==> src/rtl/vco_seq_ctrl_if.sv <==
// ---------------------------------------------------------------------------
// vco_seq_ctrl_if
// Groups the control/configuration inputs and the status/VCO-control outputs
// of the VCO stress/measure sequencer.
//   master : drives start/abort/configuration, observes outputs (testbench/host)
//   slave  : the sequencer itself
// Signals
//   start, abort         run request / run termination
//   stress_cycles        stress-phase length (CNT_W)
//   meas_cycles          measure-window length (CNT_W)
//   num_rounds           stress+measure rounds per run (8)
//   div_sel_cfg          divider select applied while measuring (2)
//   en_vco, clk_kill, load, vco_div_sel   VCO / counter control
//   busy, done, aborted, phase, round_cnt status
// ---------------------------------------------------------------------------
interface vco_seq_ctrl_if #(
    parameter int CNT_W = 16
);
    logic             start;
    logic             abort;
    logic [CNT_W-1:0] stress_cycles;
    logic [CNT_W-1:0] meas_cycles;
    logic [7:0]       num_rounds;
    logic [1:0]       div_sel_cfg;

    logic             en_vco;
    logic             clk_kill;
    logic             load;
    logic [1:0]       vco_div_sel;
    logic             busy;
    logic             done;
    logic             aborted;
    logic [2:0]       phase;
    logic [7:0]       round_cnt;

    modport master (
        output start, abort, stress_cycles, meas_cycles, num_rounds, div_sel_cfg,
        input  en_vco, clk_kill, load, vco_div_sel, busy, done, aborted, phase, round_cnt
    );

    modport slave (
        input  start, abort, stress_cycles, meas_cycles, num_rounds, div_sel_cfg,
        output en_vco, clk_kill, load, vco_div_sel, busy, done, aborted, phase, round_cnt
    );
endinterface

==> src/rtl/vco_seq_ctrl.sv <==
// ---------------------------------------------------------------------------
// vco_seq_ctrl
// Sequences repeated stress/settle/measure/gap rounds around a VCO.
// Ports
//   clk    sole clock, all state changes on the rising edge
//   reset  synchronous, active-high
//   bus    vco_seq_ctrl_if.slave (configuration in, VCO control/status out)
// Configuration is captured into shadow registers when a run starts, so the
// configuration inputs may change freely during a run. Every output is a
// register loaded from the next-state decode, so no input reaches an output
// combinationally.
// ---------------------------------------------------------------------------
module vco_seq_ctrl #(
    parameter int CNT_W         = 16,
    parameter int SETTLE_CYCLES = 4
) (
    input  logic          clk,
    input  logic          reset,
    vco_seq_ctrl_if.slave bus
);

    typedef enum logic [2:0] {
        ST_IDLE   = 3'd0,
        ST_STRESS = 3'd1,
        ST_SETTLE = 3'd2,
        ST_MEAS   = 3'd3,
        ST_GAP    = 3'd4
    } state_t;

    localparam logic [CNT_W-1:0] CNT_ZERO    = {CNT_W{1'b0}};
    localparam logic [CNT_W-1:0] CNT_ONE     = {{(CNT_W-1){1'b0}}, 1'b1};
    localparam logic [CNT_W-1:0] SETTLE_LOAD = CNT_W'(SETTLE_CYCLES - 1);

    // state and phase counter
    state_t           state_r;
    logic [CNT_W-1:0] cnt_r;
    logic [7:0]       round_cnt_r;

    // configuration captured at start
    logic [CNT_W-1:0] sh_stress_r;
    logic [CNT_W-1:0] sh_meas_r;
    logic [7:0]       sh_rounds_r;
    logic [1:0]       sh_div_r;

    // registered outputs
    logic             en_vco_r;
    logic             clk_kill_r;
    logic             load_r;
    logic [1:0]       div_r;
    logic             busy_r;
    logic             done_r;
    logic             aborted_r;
    logic [2:0]       phase_r;

    // next-state signals
    logic             start_ok_s;
    logic [CNT_W-1:0] eff_stress_s;
    logic [1:0]       eff_div_s;
    logic [CNT_W-1:0] meas_load_s;
    logic [7:0]       round_inc_s;
    state_t           entry_state_s;
    logic [CNT_W-1:0] entry_cnt_s;
    state_t           state_nxt_s;
    logic [CNT_W-1:0] cnt_nxt_s;
    logic [7:0]       round_nxt_s;
    logic             done_nxt_s;
    logic             aborted_nxt_s;
    logic             en_vco_nxt_s;
    logic             clk_kill_nxt_s;
    logic             load_nxt_s;
    logic [1:0]       div_nxt_s;

    // ABORT beats START in IDLE, so a simultaneous pair does nothing.
    assign start_ok_s  = (state_r == ST_IDLE) && bus.start && !bus.abort;

    // On the start cycle the shadows are not loaded yet, so use the inputs.
    assign eff_stress_s = start_ok_s ? bus.stress_cycles : sh_stress_r;
    assign eff_div_s    = start_ok_s ? bus.div_sel_cfg   : sh_div_r;

    // A zero measure length still yields one measure cycle.
    assign meas_load_s = (sh_meas_r == CNT_ZERO) ? CNT_ZERO : (sh_meas_r - CNT_ONE);
    assign round_inc_s = round_cnt_r + 8'd1;

    // Entry point of a round: STRESS, or straight to SETTLE when the stress length is zero
    always_comb begin
        entry_state_s = ST_STRESS;
        entry_cnt_s   = CNT_ZERO;
        if (eff_stress_s != CNT_ZERO) begin
            entry_state_s = ST_STRESS;
            entry_cnt_s   = eff_stress_s - CNT_ONE;
        end else begin
            entry_state_s = ST_SETTLE;
            entry_cnt_s   = SETTLE_LOAD;
        end
    end

    // Next state, phase counter, round count and completion pulses
    always_comb begin
        state_nxt_s   = state_r;
        cnt_nxt_s     = cnt_r;
        round_nxt_s   = round_cnt_r;
        done_nxt_s    = 1'b0;
        aborted_nxt_s = 1'b0;
        // Counters hold (phase length - 1) and leave the phase at zero, so
        // they never wrap and an all-ones length gives all-ones cycles.
        case (state_r)
            ST_IDLE: begin
                if (start_ok_s) begin
                    round_nxt_s = 8'd0;
                    if (bus.num_rounds == 8'd0) begin
                        done_nxt_s = 1'b1;
                    end else begin
                        state_nxt_s = entry_state_s;
                        cnt_nxt_s   = entry_cnt_s;
                    end
                end else begin
                    state_nxt_s = ST_IDLE;
                end
            end
            ST_STRESS: begin
                if (cnt_r == CNT_ZERO) begin
                    state_nxt_s = ST_SETTLE;
                    cnt_nxt_s   = SETTLE_LOAD;
                end else begin
                    cnt_nxt_s = cnt_r - CNT_ONE;
                end
            end
            ST_SETTLE: begin
                if (cnt_r == CNT_ZERO) begin
                    state_nxt_s = ST_MEAS;
                    cnt_nxt_s   = meas_load_s;
                end else begin
                    cnt_nxt_s = cnt_r - CNT_ONE;
                end
            end
            ST_MEAS: begin
                if (cnt_r == CNT_ZERO) begin
                    state_nxt_s = ST_GAP;
                    cnt_nxt_s   = CNT_ZERO;
                end else begin
                    cnt_nxt_s = cnt_r - CNT_ONE;
                end
            end
            ST_GAP: begin
                round_nxt_s = round_inc_s;
                if (round_inc_s == sh_rounds_r) begin
                    state_nxt_s = ST_IDLE;
                    cnt_nxt_s   = CNT_ZERO;
                    done_nxt_s  = 1'b1;
                end else begin
                    state_nxt_s = entry_state_s;
                    cnt_nxt_s   = entry_cnt_s;
                end
            end
            default: begin
                state_nxt_s = ST_IDLE;
                cnt_nxt_s   = CNT_ZERO;
            end
        endcase
        // Abort overrides everything in a run and freezes the round count.
        if ((state_r != ST_IDLE) && bus.abort) begin
            state_nxt_s   = ST_IDLE;
            cnt_nxt_s     = CNT_ZERO;
            round_nxt_s   = round_cnt_r;
            done_nxt_s    = 1'b0;
            aborted_nxt_s = 1'b1;
        end else begin
            aborted_nxt_s = aborted_nxt_s;
        end
    end

    // Output decode of the next state; GAP keeps the measurement divider selected
    always_comb begin
        en_vco_nxt_s   = 1'b0;
        clk_kill_nxt_s = 1'b0;
        load_nxt_s     = 1'b0;
        div_nxt_s      = 2'b11;
        case (state_nxt_s)
            ST_IDLE: begin
                en_vco_nxt_s = 1'b0;
            end
            ST_STRESS: begin
                en_vco_nxt_s = 1'b1;
            end
            ST_SETTLE: begin
                en_vco_nxt_s   = 1'b1;
                clk_kill_nxt_s = 1'b1;
                div_nxt_s      = eff_div_s;
            end
            ST_MEAS: begin
                en_vco_nxt_s   = 1'b1;
                clk_kill_nxt_s = 1'b1;
                load_nxt_s     = 1'b1;
                div_nxt_s      = eff_div_s;
            end
            ST_GAP: begin
                en_vco_nxt_s   = 1'b1;
                clk_kill_nxt_s = 1'b1;
                div_nxt_s      = eff_div_s;
            end
            default: begin
                en_vco_nxt_s = 1'b0;
            end
        endcase
    end

    // Sequencer registers, shadow capture and registered outputs
    always_ff @(posedge clk) begin
        if (reset) begin
            state_r     <= ST_IDLE;
            cnt_r       <= CNT_ZERO;
            round_cnt_r <= 8'd0;
            sh_stress_r <= CNT_ZERO;
            sh_meas_r   <= CNT_ZERO;
            sh_rounds_r <= 8'd0;
            sh_div_r    <= 2'b00;
            en_vco_r    <= 1'b0;
            clk_kill_r  <= 1'b0;
            load_r      <= 1'b0;
            div_r       <= 2'b11;
            busy_r      <= 1'b0;
            done_r      <= 1'b0;
            aborted_r   <= 1'b0;
            phase_r     <= 3'd0;
        end else begin
            state_r     <= state_nxt_s;
            cnt_r       <= cnt_nxt_s;
            round_cnt_r <= round_nxt_s;
            if (start_ok_s) begin
                sh_stress_r <= bus.stress_cycles;
                sh_meas_r   <= bus.meas_cycles;
                sh_rounds_r <= bus.num_rounds;
                sh_div_r    <= bus.div_sel_cfg;
            end
            en_vco_r    <= en_vco_nxt_s;
            clk_kill_r  <= clk_kill_nxt_s;
            load_r      <= load_nxt_s;
            div_r       <= div_nxt_s;
            busy_r      <= (state_nxt_s != ST_IDLE);
            done_r      <= done_nxt_s;
            aborted_r   <= aborted_nxt_s;
            phase_r     <= state_nxt_s;
        end
    end

    assign bus.en_vco      = en_vco_r;
    assign bus.clk_kill    = clk_kill_r;
    assign bus.load        = load_r;
    assign bus.vco_div_sel = div_r;
    assign bus.busy        = busy_r;
    assign bus.done        = done_r;
    assign bus.aborted     = aborted_r;
    assign bus.phase       = phase_r;
    assign bus.round_cnt   = round_cnt_r;

endmodule

==> src/flat_wrapper.sv <==
// flat-port wrapper written by rule: the top's interface ports become plain ports
module vco_seq_ctrl_flat 
#(
    parameter int CNT_W         = 16,
    parameter int SETTLE_CYCLES = 4
)
  (clk, reset, bus_start, bus_abort, bus_stress_cycles, bus_meas_cycles, bus_num_rounds, bus_div_sel_cfg, bus_en_vco, bus_clk_kill, bus_load, bus_vco_div_sel, bus_busy, bus_done, bus_aborted, bus_phase, bus_round_cnt);
  vco_seq_ctrl_if #(.CNT_W(CNT_W)) bus_i ();
  input  logic clk;
  input  logic reset;
  input wire logic [$bits(bus_i.start)-1:0] bus_start;
  input wire logic [$bits(bus_i.abort)-1:0] bus_abort;
  input wire logic [$bits(bus_i.stress_cycles)-1:0] bus_stress_cycles;
  input wire logic [$bits(bus_i.meas_cycles)-1:0] bus_meas_cycles;
  input wire logic [$bits(bus_i.num_rounds)-1:0] bus_num_rounds;
  input wire logic [$bits(bus_i.div_sel_cfg)-1:0] bus_div_sel_cfg;
  output wire logic [$bits(bus_i.en_vco)-1:0] bus_en_vco;
  output wire logic [$bits(bus_i.clk_kill)-1:0] bus_clk_kill;
  output wire logic [$bits(bus_i.load)-1:0] bus_load;
  output wire logic [$bits(bus_i.vco_div_sel)-1:0] bus_vco_div_sel;
  output wire logic [$bits(bus_i.busy)-1:0] bus_busy;
  output wire logic [$bits(bus_i.done)-1:0] bus_done;
  output wire logic [$bits(bus_i.aborted)-1:0] bus_aborted;
  output wire logic [$bits(bus_i.phase)-1:0] bus_phase;
  output wire logic [$bits(bus_i.round_cnt)-1:0] bus_round_cnt;
  assign bus_i.start = bus_start;
  assign bus_i.abort = bus_abort;
  assign bus_i.stress_cycles = bus_stress_cycles;
  assign bus_i.meas_cycles = bus_meas_cycles;
  assign bus_i.num_rounds = bus_num_rounds;
  assign bus_i.div_sel_cfg = bus_div_sel_cfg;
  assign bus_en_vco = bus_i.en_vco;
  assign bus_clk_kill = bus_i.clk_kill;
  assign bus_load = bus_i.load;
  assign bus_vco_div_sel = bus_i.vco_div_sel;
  assign bus_busy = bus_i.busy;
  assign bus_done = bus_i.done;
  assign bus_aborted = bus_i.aborted;
  assign bus_phase = bus_i.phase;
  assign bus_round_cnt = bus_i.round_cnt;
  vco_seq_ctrl #(.CNT_W(CNT_W), .SETTLE_CYCLES(SETTLE_CYCLES)) u_core (.clk(clk), .reset(reset), .bus(bus_i));
endmodule
==> config.mk <==
export PLATFORM = sky130hd
export DESIGN_NAME = vco_seq_ctrl_flat
export DESIGN_NICKNAME = d
export VERILOG_FILES = /design/src/rtl/vco_seq_ctrl_if.sv /design/src/rtl/vco_seq_ctrl.sv /design/src/flat_wrapper.sv
export SDC_FILE = /design/constraint.sdc
export NUM_CORES = 1
export LEC_CHECK = 0
export CAP_MARGIN = 20
export CORE_MARGIN = 2
export CORE_UTILIZATION = 50
export DETAILED_ROUTE_END_ITERATION = 10
export HOLD_SLACK_MARGIN = 0.05
export PLACE_DENSITY_LB_ADDON = 0.1
export SLEW_MARGIN = 30
export SYNTH_ARGS = -nofsm -noshare
export SYNTH_HDL_FRONTEND = slang
export SYNTH_SLANG_ARGS = --single-unit
==> constraint.sdc <==
create_clock -name clk -period 5.95 [get_ports clk]
set_input_delay 1.19 -clock clk [delete_from_list [all_inputs] [get_ports clk]]
set_output_delay 1.19 -clock clk [all_outputs]
set_load 0.05 [all_outputs]
[Word level (Yosys, flattened, before mapping)]
Index checks and enable logic that the tools add are counted.
W data, S select, Z words.
Storage, ports and cells
  RAM bits: 0
  memories kept: 0
  logic and storage cells: 79
  memory bits (read-only): 0
  register bits: 77
  bits in latches: 0
  input port bits: 46
Operators by class
  reductions and logical operators: 18
  $add $sub $neg: 4
  equal/unequal tests: 11
  multiplexer cells: 30
  multipliers: 0
  divide/modulo/power cells: 0
  shift operators: 0
  $lt $le $gt $ge: 0
  bitwise operators: 2
Operators by type and width (count)
  $mux W16: 9
  $pmux W16 S5: 1
  $sub A16 B1 Y16 const B: 3
  $logic_not A16 Y1: 2
  $mux W3: 6
  $pmux W8 S2: 1
  $reduce_bool A16 Y1: 1
  $pmux W3 S5: 1
  $eq A3 B2 Y1 const B: 4
  $add A8 B1 Y8 const B: 1
  $eq A8 B8 Y1: 1
  $logic_not A8 Y1: 1
  $mux W8: 1
  $mux W1: 7
  $eq A3 B1 Y1 const B: 2
  $eq A3 B3 Y1 const B: 2
  $mux W2: 3
  $reduce_bool A3 Y1: 2
  $reduce_or A2 Y1: 2
  $reduce_or A4 Y1: 1
  $logic_and A1 B1 Y1: 3
  $logic_not A3 Y1: 1
  $reduce_and A3 Y1: 1
  $reduce_or A3 Y1: 1
  7 further kinds: 8

[Depth between registers and ports, before layout]
  depth in word-level cells: 14
  depth in mapped cells: 14

[Least setup slack after synthesis]
No wires, ideal clock.
  path kind: input-to-reg
  start: in bus_start
  end: reg u_core.cnt_r[14]
  stages: 11
  library setup time: 118 ps
  slack: 2271 ps
  data arrival time: 3561 ps
  cells stage by stage: nor2b_1 nand2_1 clkbuf_1 mux2i_1 ha_1 nand2_1 o32ai_1 nand3_1 xor2_1 a211oi_2 nor2_1
Between the ends
  longest elaborated chain between the ends: 8
RTL lines
  start, declared: line flat_wrapper.sv:11  | input wire logic [$bits(bus_i.start)-1:0] bus_start;
  $logic_and A1 B1 Y1 * (2 in series): line vco_seq_ctrl.sv:74  | assign start_ok_s = (state_r == ST_IDLE) && bus.start && !bus.abort;
  $mux W16: line vco_seq_ctrl.sv:77  | assign eff_stress_s = start_ok_s ? bus.stress_cycles : sh_stress_r;
  $sub A16 B1 Y16 / $reduce_bool A16 Y1 (equally long branches): line vco_seq_ctrl.sv:90, vco_seq_ctrl.sv:88
  $mux W16: line vco_seq_ctrl.sv:88  | if (eff_stress_s != CNT_ZERO) begin
  $mux W16: line vco_seq_ctrl.sv:110  | if (bus.num_rounds == 8'd0) begin
  $mux W16: line vco_seq_ctrl.sv:108  | if (start_ok_s) begin
  $pmux W16 S5: line vco_seq_ctrl.sv:106  | case (state_r)
  end signal, assigned: line vco_seq_ctrl.sv:227  | cnt_r <= cnt_nxt_s;
  end, declared: line vco_seq_ctrl.sv:36  | logic [CNT_W-1:0] cnt_r;
Mark *: on every way between the ends. The rest lies on a longest branch, timed or not. The select of a mux whose other input is x is not followed.
A chain may end at the register's enable or synchronous reset.

[Worst setup path after layout]
  start: in bus_abort
  end: reg u_core.cnt_r[4]
Between the ends
  longest elaborated chain between the ends: 8
RTL lines
  start, declared: line flat_wrapper.sv:12  | input wire logic [$bits(bus_i.abort)-1:0] bus_abort;
  $logic_not A1 Y1: line vco_seq_ctrl.sv:74
  $logic_and A1 B1 Y1: line vco_seq_ctrl.sv:74
  $mux W16: line vco_seq_ctrl.sv:77
  $sub A16 B1 Y16 / $reduce_bool A16 Y1 (equally long branches): line vco_seq_ctrl.sv:90, vco_seq_ctrl.sv:88
  $mux W16: line vco_seq_ctrl.sv:88
  $mux W16: line vco_seq_ctrl.sv:110
  $mux W16: line vco_seq_ctrl.sv:108
  $pmux W16 S5: line vco_seq_ctrl.sv:106
Parallel ways exist; a longest one is shown, timed or not. The select of a mux whose other input is x is not followed.

==> reports/metrics.yaml <==
outcome:
  status: "complete, no violations"
min_path:
  hp-class: "reg2reg"
  hold-path-cell-count: 2
  hp-start: "u_core.sh_div_r[0]$_SDFF_PP0_"
layout:
  diodes: 0
  num-fill-cells: 872
  stdcell_area_um2: 5472
  area.growth.synth_to_final_pct: 18.51
  fin_nets: 708
  final_util: 0.6007
  drive_above_1_share: 0.06033
  fin_cells: 774
drt:
  firstDrtPassIters: 5
  antenna_left: 0
  wire_per_inst_um: 16.60
  vias: 4585
  routed_wl_um: 12850
  avgViaCountPerCell: 5.924
  drc: 0
  first_iter_violations: 252
worst_setup_path:
  crit_type: "in2reg"
  r2r-start: "u_core.bus.phase[2]$_SDFF_PP0_"
  endpoint_kind: "flop"
  crit_required_ns: 6.21
  rrSetupSlack_ns: 2.67
  critPathLaunchType: "input port"
  arrival_ns: 4.37
  reg2reg_depth: 10
  path_max_fanout: 14
  path_cells: "clkdlybuf4s50_1 -> nor2b_1 -> nand2_2 -> mux2i_1 -> ha_1 -> nand2_1 -> nor3_1 -> o21ai_0 -> and3_1 -> o211ai_1 -> a311oi_1"
  worstSetupStartpoint: "bus_abort"
  cpPeakStageDelay_ns: 0.62
  critPathSlowestCell: "and3_1"
floorplan:
  die_area_um2: 10020
  start_util: 0.5069
  rows: 35
  dieWidth_um: 100.1
  ioPinCount: 65
  placeableCoreArea_um2: 9109
  die_h_um: 100.1
synthesis:
  synth-seq-area-share: 0.3339
  synthesis.nets: 660
  synth_edf_count: 0
  synth_area_um2: 4617
  synth_seq_cells: 77
  yosysWarnings: 0
  ys_types: 67
  synth_top_flop_cell: "dfxtp_1"
  synth_area_leaders: "dfxtp_1, nand2_1, a21oi_1, nor2_1, xnor2_1"
  synth_top_area_frac: 0.3339
  yosysMostFrequentCell: "nand2_1"
  async_flop_share: 0
  syn_inst: 610
  ys_top_cells_by_count: "nand2_1, dfxtp_1, a21oi_1"
  syn_avg_cell_area_um2: 7.569
  synth_area_leader_cell: "dfxtp_1"
place:
  placed_area_um2: 5246
  pre_cts_slack_ns: 1.522
  port_buffers: 64
  gp_congestion: 0.9260
  place_inst: 758
  hpwl_um: 9458
timing:
  fin_crit_sh: 0.6913
  tightest_slew_ns: 0.8787
  fmax_mhz: 243.1
  setup_violations: 0
  period_minus_slack_ns: 4.113
  fin_tns_setup_ns: 0
  maxSlewHeadroom: 0.4121
  hold_viol: 0
  worst_slack_ns: 1.837
  finalMaxSlewViolations: 0
  finalClockSkew_ns: 0.01646
  rsz0062_at_grt: "no"
grt:
  grt_util_all_layers: 0.2633
  grt_max_degree: 55
  grt_pass1_vias: 4219
  grt_pass1_wl_um: 21000
  antenna_found_initial: 0
  overflow: 0
pwr:
  p_leak_nw: 2.009
  power_density_nw_per_um2: 447.7
  max-vdd-ir-drop_mv: 0.1643
cts:
  tritoncts: "yes"
  clk_pin_slew_ns: 0.09
  cts_max_level: 3
  cts.sinks: 77
  clockRootBuffer: "clkbuf_8"
  cts_resized: 0
  post_cts_buffers: 0
  cts_buffers: 9
  clock_latency_ns: 0.36
  cts_buffer_depth: 2
  postCtsHoldBufs: 0
job:
  drv_cap: 0
[through the flow]
stage	hold WS, ns	total power, W
floorplan	0.4424	0.001689
global placement	0.4624	0.001962
detailed placement	0.4610	0.001975
CTS	0.4775	0.002434
global route	0.4953	0.002616
finish	0.4738	0.002450
[cell families (layout without fill, tap and decap cells)]
| kind of cell | Yosys count | in the layout | share of synthesized area |
|---|---|---|---|
| AOI/OAI and AO/OA | 158 | 158 | 0.2089 |
| buffers and inverters | 42 | 95 | 0.04796 |
| xor gates and xnor gates | 43 | 43 | 0.08157 |
| DFF | 77 | 77 | 0.3339 |
| and+or+nand+nor | 273 | 273 | 0.2881 |
| muxes | 13 | 13 | 0.02873 |
| adders and majority gates | 4 | 4 | 0.01084 |
[metal layers]
| layer | wire [µm] | track usage |
|---|---|---|
| met3 | 800 | 0.03900 |
| met5 | 0 | 0 |
| met2 | 5904 | 0.4215 |
| met4 | 311 | 0.1022 |
| met1 | 5831 | 0.3593 |
[area by class of cell]
cell class                 instances  area (µm²)  area share
clock buffer                      11       141.4     0.02584
clock inverter                     5       83.83     0.01532
inverter                          11       41.29    0.007546
multi-input combinational        491        2859      0.5225
sequential                        77        1541      0.2817
tap                              111       138.9     0.02538
timing repair buffer              68       665.6      0.1217
[critical path, delay by kind of cell]
family / cells / cell delay, ns
buffers and inverters: 1 / 0.56
AND/OR/NAND/NOR: 5 / 1.39
multiplexers: 1 / 0.20
AO/OA/AOI/OAI: 3 / 0.75
adder cells (fa/ha/maj): 1 / 0.28
[power by group]
part           total [W]  internal, W  switching, W
registers       0.000722     0.000607      0.000114
logic            0.00127     0.000477      0.000792
clock network   0.000459     0.000249      0.000210
[path summary, 6_finish.rpt]
check	end
max	u_core.cnt_r[4]$_SDFFE_PP0P_
max reg2reg	u_core.cnt_r[4]$_SDFFE_PP0P_
min	u_core.bus.vco_div_sel[0]$_SDFF_PP1_
min reg2reg	u_core.bus.vco_div_sel[0]$_SDFF_PP1_
[state kept, by name (all words and copies together), names as in the netlist]
name / count
u_core.bus.phase: 3
u_core.bus.aborted: 1
u_core.sh_div_r: 2
u_core.bus.clk_kill: 1
u_core.bus.done: 1
u_core.sh_meas_r: 16
u_core.bus.vco_div_sel: 2
u_core.sh_rounds_r: 8
u_core.cnt_r: 16
u_core.bus.busy: 1
u_core.bus.load: 1
u_core.sh_stress_r: 16
u_core.bus.round_cnt: 8
u_core.bus.en_vco: 1
[layout by cell type, fill, tap and decap left out, types with 3 or more instances in the layout]
cell / netlist / routed
nand2_1: 117 / 116
dfxtp_1: 77 / 77
a21oi_1: 64 / 64
clkdlybuf4s50_1: 0 / 63
nor2_1: 55 / 54
o21ai_0: 37 / 37
xnor2_1: 23 / 23
xor2_1: 20 / 20
nor3_1: 17 / 17
nor4_1: 14 / 14
mux2i_1: 11 / 11
inv_1: 11 / 11
a31oi_1: 11 / 11
o211ai_1: 11 / 11
nand3_1: 10 / 10
clkbuf_8: 4 / 10
or3_1: 6 / 6
and3_1: 6 / 6
nand2b_1: 5 / 5
and2_1: 5 / 5
or4_1: 5 / 5
a211oi_1: 5 / 5
nand4b_1: 4 / 4
nand4_1: 4 / 4
ha_1: 4 / 4
buf_4: 1 / 4
nor2b_1: 3 / 3
nand3b_1: 3 / 3
nor3b_1: 3 / 3
a22oi_1: 3 / 3
o31ai_1: 3 / 3
No activity file was read; power rests on OpenSTA's default activity.
